`src/rtl/rvga_mem_arbiter.sv`:
```
// Round-robin arbiter sharing one cacheline-wide memory port between the
// instruction-fetch (read-only) and load/store requesters, one transaction in flight.
module rvga_mem_arbiter #(
  parameter int unsigned ADDR_WIDTH = 32,
  parameter int unsigned LINE_WIDTH = 128
) (
  input  logic                  clk_i,
  input  logic                  reset_i,
  input  logic                  i_req_v_i,
  input  logic [ADDR_WIDTH-1:0] i_addr_i,
  output logic                  i_ready_o,
  output logic                  i_resp_v_o,
  output logic [LINE_WIDTH-1:0] i_resp_data_o,
  input  logic                  d_req_v_i,
  input  logic                  d_we_i,
  input  logic [ADDR_WIDTH-1:0] d_addr_i,
  input  logic [LINE_WIDTH-1:0] d_wdata_i,
  output logic                  d_ready_o,
  output logic                  d_resp_v_o,
  output logic [LINE_WIDTH-1:0] d_resp_data_o,
  output logic                  mem_req_v_o,
  output logic                  mem_we_o,
  output logic [ADDR_WIDTH-1:0] mem_addr_o,
  output logic [LINE_WIDTH-1:0] mem_wdata_o,
  input  logic                  mem_ready_i,
  input  logic                  mem_resp_v_i,
  input  logic [LINE_WIDTH-1:0] mem_rdata_i
);

  localparam logic [ADDR_WIDTH-1:0] AddrMask = ~ADDR_WIDTH'(LINE_WIDTH / 8 - 1);
  localparam logic OwnI = 1'b0;
  localparam logic OwnD = 1'b1;

  typedef enum logic [1:0] {StIdle, StIssue, StWait, StResp} state_e;

  state_e                state_q, state_d;
  logic                  owner_q, owner_d;
  logic                  last_grant_q, last_grant_d;
  logic                  we_q, we_d;
  logic [ADDR_WIDTH-1:0] addr_q, addr_d;
  logic [LINE_WIDTH-1:0] wdata_q, wdata_d;
  logic [LINE_WIDTH-1:0] i_rdata_q, i_rdata_d;
  logic [LINE_WIDTH-1:0] d_rdata_q, d_rdata_d;
  logic                  grant_i, grant_d;

  always_comb begin
    state_d      = state_q;
    owner_d      = owner_q;
    last_grant_d = last_grant_q;
    we_d         = we_q;
    addr_d       = addr_q;
    wdata_d      = wdata_q;
    i_rdata_d    = i_rdata_q;
    d_rdata_d    = d_rdata_q;
    grant_i      = 1'b0;
    grant_d      = 1'b0;
    i_ready_o    = 1'b0;
    d_ready_o    = 1'b0;
    mem_req_v_o  = 1'b0;
    i_resp_v_o   = 1'b0;
    d_resp_v_o   = 1'b0;

    unique case (state_q)
      StIdle: begin
        // On a tie the port that did not win last contention gets the slot.
        if (!reset_i) begin
          if (i_req_v_i && (!d_req_v_i || last_grant_q == OwnD)) begin
            grant_i = 1'b1;
          end else if (d_req_v_i) begin
            grant_d = 1'b1;
          end
        end
        if (grant_i) begin
          i_ready_o = 1'b1;
          owner_d   = OwnI;
          we_d      = 1'b0;
          addr_d    = i_addr_i & AddrMask;
          state_d   = StIssue;
          if (d_req_v_i) begin
            last_grant_d = OwnI;
          end
        end else if (grant_d) begin
          d_ready_o = 1'b1;
          owner_d   = OwnD;
          we_d      = d_we_i;
          addr_d    = d_addr_i & AddrMask;
          wdata_d   = d_wdata_i;
          state_d   = StIssue;
          if (i_req_v_i) begin
            last_grant_d = OwnD;
          end
        end
      end
      StIssue: begin
        mem_req_v_o = 1'b1;
        if (mem_ready_i) begin
          state_d = StWait;
        end
      end
      StWait: begin
        if (mem_resp_v_i) begin
          if (owner_q == OwnI) begin
            i_rdata_d = mem_rdata_i;
          end else begin
            d_rdata_d = mem_rdata_i;
          end
          state_d = StResp;
        end
      end
      StResp: begin
        i_resp_v_o = (owner_q == OwnI);
        d_resp_v_o = (owner_q == OwnD);
        state_d    = StIdle;
      end
      default: state_d = StIdle;
    endcase
  end

  always_ff @(posedge clk_i) begin
    if (reset_i) begin
      state_q      <= StIdle;
      owner_q      <= OwnI;
      last_grant_q <= OwnD;
      we_q         <= 1'b0;
      addr_q       <= '0;
      wdata_q      <= '0;
      i_rdata_q    <= '0;
      d_rdata_q    <= '0;
    end else begin
      state_q      <= state_d;
      owner_q      <= owner_d;
      last_grant_q <= last_grant_d;
      we_q         <= we_d;
      addr_q       <= addr_d;
      wdata_q      <= wdata_d;
      i_rdata_q    <= i_rdata_d;
      d_rdata_q    <= d_rdata_d;
    end
  end

  assign mem_we_o      = (state_q == StIssue) && we_q;
  assign mem_addr_o    = addr_q;
  assign mem_wdata_o   = wdata_q;
  assign i_resp_data_o = i_rdata_q;
  assign d_resp_data_o = d_rdata_q;

endmodule

```
`config.mk`:
```
export PLATFORM = sky130hd
export DESIGN_NAME = rvga_mem_arbiter
export DESIGN_NICKNAME = d
export VERILOG_FILES = /design/src/rtl/rvga_mem_arbiter.sv
export SDC_FILE = /design/constraint.sdc
export NUM_CORES = 1
export LEC_CHECK = 0
export CORE_AREA = 2 2 290 292
export CTS_BUF_LIST = sky130_fd_sc_hd__clkbuf_4 sky130_fd_sc_hd__clkbuf_8
export CTS_CLUSTER_SIZE = 24
export DETAILED_ROUTE_END_ITERATION = 6
export DIE_AREA = 0 0 292 294
export GPL_TIMING_DRIVEN = 0
export PLACE_DENSITY_LB_ADDON = 0.1
export SLEW_MARGIN = 10
export SYNTH_ARGS = -nofsm -noshare
export SYNTH_HDL_FRONTEND = slang
export SYNTH_SLANG_ARGS = --single-unit
```
`constraint.sdc`:
```
create_clock -name clk_i -period 1.8 [get_ports clk_i]
set_clock_uncertainty 0.05 [all_clocks]
set_input_delay 0.36 -clock clk_i [delete_from_list [all_inputs] [get_ports clk_i]]
set_output_delay 0.36 -clock clk_i [all_outputs]
set_load 0.01 [all_outputs]
```
[After elaboration in Yosys (flattened, before gate mapping)]
Index checks and enable logic that the tools add are counted.
Storage, ports and cells
  register bits: 421
  bits of input ports: 327
  output and inout bits: 422
  word-level logic and storage cells: 60
Operators by class
  eq/ne operators: 7
  multiplexer cells: 30
  bitwise logic cells: 2
  reductions and logical operators: 13
Operators with widths (count)
  $mux W32: 2
  $mux W1: 23
  $reduce_and A3 Y1: 4
  $mux W2: 4
  $pmux W2 S4: 1
  $ne A2 B2 Y1 const B: 3
  $eq A2 B2 Y1 const B: 2
  $reduce_and A4 Y1: 1
  $reduce_bool A2 Y1: 2
  $ne A3 B3 Y1 const B: 1
  $eq A2 B1 Y1 const B: 1
  $logic_and A1 B1 Y1: 2
  $logic_not A2 Y1: 1
  $not A1 Y1: 2
  $reduce_and A2 Y1: 1
  $logic_not A1 Y1: 1
  $logic_or A1 B1 Y1: 1

[Depth between registers and ports, before layout]
Gate-level depths: netlist (run 1).
  depth in word-level cells: 9
  gate-level depth with buffers: 9
  depth with buffers taken out: 5

[Least setup slack after synthesis (run 1)]
OpenSTA, ideal clock, no wires.
  path kind: flip-flop to output port
  start: register state_q[0]
  end: output port d_ready_o
  arrival time: 1473 ps
  data required time: 1390 ps
  setup slack: -83 ps
  cell stages (with the launch flop): 10
  path buffers: 4
  cells stage by stage: dfxtp_1 inv_1 ha_1 buf_2 and3b_1 clkbuf_1 buf_2 buf_2 nand2_1 inv_1
On the way
  longest elaborated chain between the ends: 2
RTL lines
  start: declaration: line 36  | state_e state_q, state_d;
  start signal: assignment: line 121  | state_q <= StIdle;
  start signal: assignment: line 130  | state_q <= state_d;
  $logic_not A2 Y1: line 63  | unique case (state_q)
  $mux W1: line 63
  end: declaration: line 18  | output logic d_ready_o,
No other way between the ends.

[Worst setup path in the final report (run 1)]
Ends and elaborated chain as after synthesis.

==> summary.txt, run 1 <==
Slew @ Worst Pin -> 1.04 ns
Worst EP required -> 1.39 ns
Hold Vio Cnt, Final -> 0
starting density of the core -> 18.5%
post-route clock period utilization -> 129%
WP buf/inv -> 5
Synth Instances -> 1,909
Avg WL per Cell -> 20.4 µm
flops & latches, synth -> 417
Min-Delay Endpoint -> mem_wdata_o[73]
final wirelength -> 79.3 mm
Filler Cell Count -> 8,903
CP startpoint kind -> flip-flop
Worst Min Path Start -> d_wdata_i[73]
gp weighted congestion -> 0.834
Arr. time, crit path -> 1.91 ns
total gr overflow -> 0
crit end category -> output pin
register area -> 0.00836 mm²
Antenna Nets Post-Route -> 0
Crit Reg-Reg Startpoint -> state_q[0]
final net count -> 3,075
DRC Markers -> 0
CP Cell Sequence -> inv_2 > ha_4 > and3b_2 > buf_12 > buf_12 > nand2_8 > inv_4 > buf_6
worst-skew pair later-pin latency -> 0.65 ns
Reg2Reg Depth -> 8
relative slew slack -> 30.5%
Max rail drop VDD -> 0.496 mV
Clk pin slew, worst setup/hold paths -> 0.05 ns
Syn Area/Cell -> 8.04 µm²
Core Area -> 0.0829 mm²
DR vias -> 16,649
RSZ-0062 raised after global routing -> true
synth unique cells -> 32
row count -> 106
vias per cell -> 4.28
failing checks -> negative setup slack
Setup-failing EPs final -> 6
die area -> 0.0858 mm²
first-pass GRT wire length -> 112 mm
drt first pass iters -> 7
Critical Path Most Common Cell -> buf_12
Chip Height -> 294 µm
# IOs -> 749
H-tree Lvls -> 3
fin worst setup slack -> -0.516 ns
die width -> 292 µm
Sinks on Clock Net -> 417
GRT Overall Usage -> 17.6%
Pwr per Cell Area -> 1060 mW/mm²
Crit path max-delay family -> buffers and inverters
crit path time final -> 2.32 ns
TritonCTS clock tree -> yes
max cap viols -> 0
Synth-to-Final Area Change -> 70.0%
Syn Std Cell Area -> 0.0153 mm²
Leakage Power -> 9.85 nW
Slowest-stage cell, CP -> dfxtp_2
Layout Utilization -> 31.5%
area taken by multi-input logic gates -> 0.00629 mm²
CTS buffer count -> 84
initial antenna violation count -> 14
Hold-fix buffers, CTS -> 0
Worst Path Max Fanout -> 3
synth warn -> 0
Worst Hold Depth -> 3
Crit path largest cell delay -> 0.34 ns
R2R Path End -> mem_wdata_o[12]
critical path type -> reg -> out
Placed Instance Area -> 0.0241 mm²
vias in the first global route -> 16,515
root buffer cell -> clkbuf_8
initial drt markers -> 694
IO Port Bufs -> 735
share of post-route cells with drive strength above 1 -> 16.2%
outcome -> complete, but fails checks
Hold/Removal Path Class -> in -> reg
register-to-register setup slack -> 0.01 ns
CTS Buffer Depth -> 3
largest net degree at the start of global routing -> 20
post-route cell area -> 0.0261 mm²
sequential area share after synthesis -> 54.4%
Max Clk Rate -> 432 MHz
DPL Wire Length -> 62.3 mm
Slew Limit Fails -> 0
## cell usage in the layout (no fill, tap or decap), types with 2 or more instances in the layout
| master | count |
|---|---|
| buf_8 | 3 |
| inv_2 | 2 |
| clkbuf_2 | 60 |
| nand3_1 | 131 |
| ha_4 | 4 |
| a311oi_1 | 26 |
| clkdlybuf4s50_1 | 316 |
| dlygate4sd2_1 | 154 |
| and3b_2 | 2 |
| nand3b_1 | 2 |
| inv_4 | 2 |
| clkdlybuf4s15_1 | 121 |
| or3b_1 | 28 |
| nand2_1 | 513 |
| inv_8 | 2 |
| clkinvlp_4 | 3 |
| buf_6 | 14 |
| and2_4 | 2 |
| clkbuf_8 | 106 |
| clkinv_2 | 6 |
| nor2b_1 | 2 |
| clkbuf_4 | 56 |
| dfxtp_2 | 13 |
| buf_12 | 3 |
| buf_1 | 4 |
| nand2b_1 | 3 |
| clkbuf_1 | 63 |
| buf_2 | 32 |
| conb_1 | 4 |
| buf_4 | 46 |
| clkinv_8 | 2 |
| clkdlybuf4s15_2 | 84 |
| o21ai_0 | 158 |
| a311oi_2 | 2 |
| diode_2 | 9 |
| dfxtp_1 | 404 |
| a21oi_1 | 414 |
## cells by family after synthesis
kind of cell | count (synthesis) | synth area share [%]
xor gates and xnor gates | 1 | 0.0571
muxes | 1 | 0.0653
DFF | 417 | 54.4
AOI/OAI and AO/OA | 604 | 20.6
and+or+nand+nor | 691 | 19.3
adders and majority gates | 4 | 0.326
other | 1 | 0.0244
buffers and inverters | 190 | 5.22
## how the worst max path moves through the flow
stage / startpoint / end / cells past startpoint
floorplan: state_q[0] / d_ready_o / 9
global placement: i_req_v_i / d_ready_o / 7
detailed placement: i_req_v_i / d_ready_o / 7
CTS: state_q[0] / d_ready_o / 9
global route: state_q[0] / d_ready_o / 8
finish: state_q[0] / d_ready_o / 8
## Yosys cell counts (all sizes together)
cell / n / area share [%]
nand3: 131 / 4.3
a311oi: 28 / 1.7
and2: 3 / 0.12
dfxtp: 417 / 54
buf: 45 / 1.7
o21ba: 1 / 0.065
inv: 5 / 0.12
a21oi: 414 / 14
and3: 1 / 0.041
o21bai: 1 / 0.049
nor2: 1 / 0.041
and3b: 2 / 0.11
nand2: 514 / 13
a221o: 1 / 0.065
o21ai: 158 / 5.2
ha: 4 / 0.33
nor2b: 3 / 0.17
conb: 1 / 0.024
mux2i: 1 / 0.065
xor2: 1 / 0.057
nand3b: 2 / 0.098
clkbuf: 140 / 3.4
nor3: 2 / 0.065
nand2b: 4 / 0.21
a211oi: 1 / 0.049
or3b: 28 / 1.6
## what timing repair did
action                                  4_1_cts  5_1_grt
endpoints found under the setup margin      816      452
gates resized for setup                     937      193
buffers inserted                             14        4
pin swaps                                     2        1
## report_power, final
group / leakage [nW] / total, W / switching (W) / internal (W)
registers: 3.38 / 0.0104 / 0.000412 / 0.0100
logic: 5.53 / 0.00673 / 0.00382 / 0.00291
clock network: 0.941 / 0.0104 / 0.00453 / 0.00591
## metal layers
metal | wire length [µm] | track usage [%] | share of wire, % | vias to the layer above
met5 | 50 | 0 | 0.063 | -
met4 | 2820 | 6.98 | 3.6 | 8
met3 | 5520 | 5.74 | 7.0 | 143
met2 | 40200 | 31.2 | 51 | 521
met1 | 30700 | 19.4 | 39 | 7795
li1 | - | - | - | 8182
## through the flow
step                TNS (ns)  worst slack (ns)  hold WS [ns]  total power, W  cells
floorplan                  0           0.00725         0.399          0.0134   1912
global placement     -357.37             -1.75         0.393          0.0171   3727
detailed placement   -367.30             -1.77         0.396          0.0172   3727
CTS                    -2.19            -0.682        0.0928          0.0281   3884
global route           -2.17            -0.621         0.125          0.0291   3891
finish                 -1.36            -0.516         0.185          0.0276   3893
## sequential cells by signal (all words and copies together), names as in the netlist
| name | count |
|---|---|
| mem_wdata_o | 128 |
| i_resp_data_o | 128 |
| state_q | 2 |
| d_resp_data_o | 128 |
| mem_addr_o | 28 |
| last_grant_q | 1 |
| owner_q | 1 |
| we_q | 1 |
## area by class of cell
type / count / share of cell area (%)
Inverter: 5 / 0.0912
Tap cell: 1080 / 5.18
Antenna cell: 9 / 0.0864
Clock inverter: 15 / 0.590
Buffer: 180 / 4.27
Clock buffer: 131 / 6.24
Timing Repair Buffer: 751 / 27.3
Multi-Input combinational cell: 1305 / 24.1
Sequential cell: 417 / 32.1
## tightest hold or removal path: stages
cell             delay [ns]
clkdlybuf4s50_1        0.40
nand3_1                0.07
a21oi_1                0.05
No activity file was read; power rests on OpenSTA's default activity.
==> run 2, diff against run 1 <==
- GPL_ROUTABILITY_DRIVEN: not set -> 1
==> results of run 2 <==
No change in the layout: final DEF, timing and power equal those of run 1.
==> run 3, diff against run 2 <==
- GPL_ROUTABILITY_DRIVEN: 1 -> 0
- clock period: 1.8 -> 1.9 ns (I/O delays scaled with it)
==> summary.txt, run 3 (same netlist as run 1, synthesis figures left out) <==
outcome -> complete, but fails checks
failing checks -> negative setup slack
DR vias -> 16,717 (+0.41%)
DPL Wire Length -> 62.6 mm (+0.57%)
logic gate share of total power -> 23.7% (-0.7 points)
share of post-route cells with drive strength above 1 -> 10.6% (-5.5 points)
final net count -> 3,073 (-0.065%)
DRC Markers -> 0 (unchanged)
post-route cell area -> 0.0258 mm² (-1.2%)
clock power share -> 38.2% (+0.4 points)
H-tree Lvls -> 3 (unchanged)
Reg power frac -> 38.1% (+0.3 points)
Avg WL per Cell -> 20.4 µm (+0.21%)
Reg2Reg Depth -> 8 (unchanged)
CP startpoint kind -> flip-flop
drt first pass iters -> 5 (-2)
register-to-register setup slack -> 0.09 ns (+0.08 ns)
total gr overflow -> 0 (unchanged)
Min-Delay Endpoint -> last_grant_q
post-route clock period utilization -> 114%
CTS Buffer Depth -> 3 (unchanged)
Hold/Removal Path Class -> in -> reg
Core Area -> 0.0829 mm² (unchanged)
initial antenna violation count -> 14 (unchanged)
Hold Vio Cnt, Final -> 0 (unchanged)
vias per cell -> 4.29 (+0.38%)
largest net degree at the start of global routing -> 20 (unchanged)
root buffer cell -> clkbuf_8
vias in the first global route -> 16,858 (+2.1%)
critical path type -> reg -> out
relative slew slack -> 30.0% (-0.45 points)
IO Port Bufs -> 735 (unchanged)
commonest cells after routing, fill and taps aside -> nand2_1 (512), a21oi_1 (414), dfxtp_1 (413), dlygate4sd2_1 (403), clkdlybuf4s50_1 (316)
Sw Ratio -> 31.6% (-0.12 points)
GRT Overall Usage -> 17.7% (+0.053 points)
Crit Reg-Reg Startpoint -> state_q[0]
worst-skew pair later-pin latency -> 0.62 ns (-0.03 ns)
Worst EP required -> 1.47 ns (+0.08 ns)
row count -> 106 (unchanged)
Worst Hold Depth -> 4 (+1)
initial drt markers -> 635 (-8.5%)
Placed Instance Area -> 0.0241 mm² (about the same)
Setup-failing EPs final -> 5 (-1)
Max Clk Rate -> 460 MHz
Max rail drop VDD -> 0.481 mV (-3.0%)
R2R Path End -> mem_wdata_o[72]
Chip Height -> 294 µm (unchanged)
Synth-to-Final Area Change -> 67.9%
commonest non-fill, non-tap cell in the layout -> nand2_1
Worst Min Path Start -> i_req_v_i
crit path time final -> 2.17 ns
Slew Limit Fails -> 0 (unchanged)
TritonCTS clock tree -> yes
# IOs -> 749 (unchanged)
die width -> 292 µm (unchanged)
Antenna Nets Post-Route -> 0 (unchanged)
Int Power -> 0.0177 W (-6.1%)
Slew @ Worst Pin -> 1.05 ns (+0.00681 ns)
Pwr per Cell Area -> 1000 mW/mm² (-5.1%)
max cap viols -> 0 (unchanged)
Layout Utilization -> 31.1% (-0.37 points)
final wirelength -> 79.5 mm (+0.24%)
Sinks on Clock Net -> 417 (unchanged)
Leakage Power -> 10.7 nW (+8.7%)
Worst Path Max Fanout -> 3 (unchanged)
first-pass GRT wire length -> 114 mm (+1.0%)
CTS buffer count -> 84 (unchanged)
P_sw -> 0.00818 W (-6.6%)
die area -> 0.0858 mm² (unchanged)
crit end category -> output pin
Clk pin slew, worst setup/hold paths -> 0.05 ns (about the same)
Filler Cell Count -> 9,076 (+1.9%)
starting density of the core -> 18.5% (unchanged)
RSZ-0062 raised after global routing -> true
fin worst setup slack -> -0.274 ns (+0.242 ns)
Arr. time, crit path -> 1.74 ns (-0.17 ns)
run 3: changes by cell type in the layout (fill, tap and decap cells not counted), sizes merged:
cell / change
buf: -29
clkinv: -3
clkbuf: -20
dlymetal6s2s: +1
dlygate4sd2: +249
bufinv: -1
clkinvlp: -1
clkdlybuf4s15: -196
diode: +1
run 3: worst max-delay path: stages, from the launching register on:
cell,delay (ns)
dfxtp_2,0.33
inv_2,0.05
ha_4,0.15
and3b_2,0.22
buf_6,0.14
nand2_4,0.07
inv_2,0.04
buf_6,0.11
run 3: through the flow:
step / worst slack (ns) / TNS (ns) / hold slack [ns] / instances / total power [W]
6_report: -0.274 / -0.657 / 0.199 / 3894 / 0.0259
5_1_grt: -0.374 / -1.16 / 0.183 / 3892 / 0.0273
4_1_cts: -0.567 / -23.84 / 0.135 / 3882 / 0.0262
3_5_place_dp: -1.79 / -342.30 / 0.396 / 3727 / 0.0163
3_3_place_gp: -1.78 / -330.26 / 0.393 / 3727 / 0.0162
2_1_floorplan: 0.0259 / 0 / 0.399 / 1912 / 0.0127
run 3: power groups by stage:
stage	logic, W	clock network, W	registers (W)
2_1_floorplan	0.00237	0	0.0103
5_1_grt	0.00669	0.0106	0.00996
3_3_place_gp	0.00615	0	0.0101
6_report	0.00614	0.00988	0.00988
3_5_place_dp	0.00619	0	0.0101
4_1_cts	0.00606	0.0103	0.00988
run 3: cell type report:
type / instances / area (µm²) / share of cell area, %
well taps: 1080 / 1350 / 5.25
plain buffers: 177 / 922 / 3.58
clock buffers: 138 / 1700 / 6.60
clock inverters: 10 / 101 / 0.393
inverters: 5 / 21.3 / 0.0826
multi-input cells: 1305 / 6290 / 24.4
repair buffers: 752 / 7000 / 27.2
diodes: 10 / 25.0 / 0.0971
flip-flops and latches: 417 / 8360 / 32.4
run 3: repair_timing:
item	in CTS	in global routing
gates resized for setup	552	72
pin swaps	2	3
hold buffers	0	0
endpoints found under the setup margin	808	336
setup buffers	10	8
run 3: worst max path at each step:
stage	from	to	slack, ns	cells after the start
global placement	i_req_v_i	d_ready_o	-1.78	7
CTS	state_q[0]	d_ready_o	-0.57	9
global route	state_q[0]	d_ready_o	-0.37	7
floorplan	state_q[0]	d_ready_o	0.03	9
finish	state_q[0]	d_ready_o	-0.27	7
detailed placement	i_req_v_i	d_ready_o	-1.79	7
run 3: metal layers:
layer | global-route usage, % | up-vias | share of wire, %
li1 | - | 8188 | -
met5 | 0 | - | 0.058
met4 | 6.93 | 8 | 3.5
met3 | 4.83 | 135 | 6.3
met1 | 19.9 | 7893 | 39
met2 | 31.5 | 493 | 51
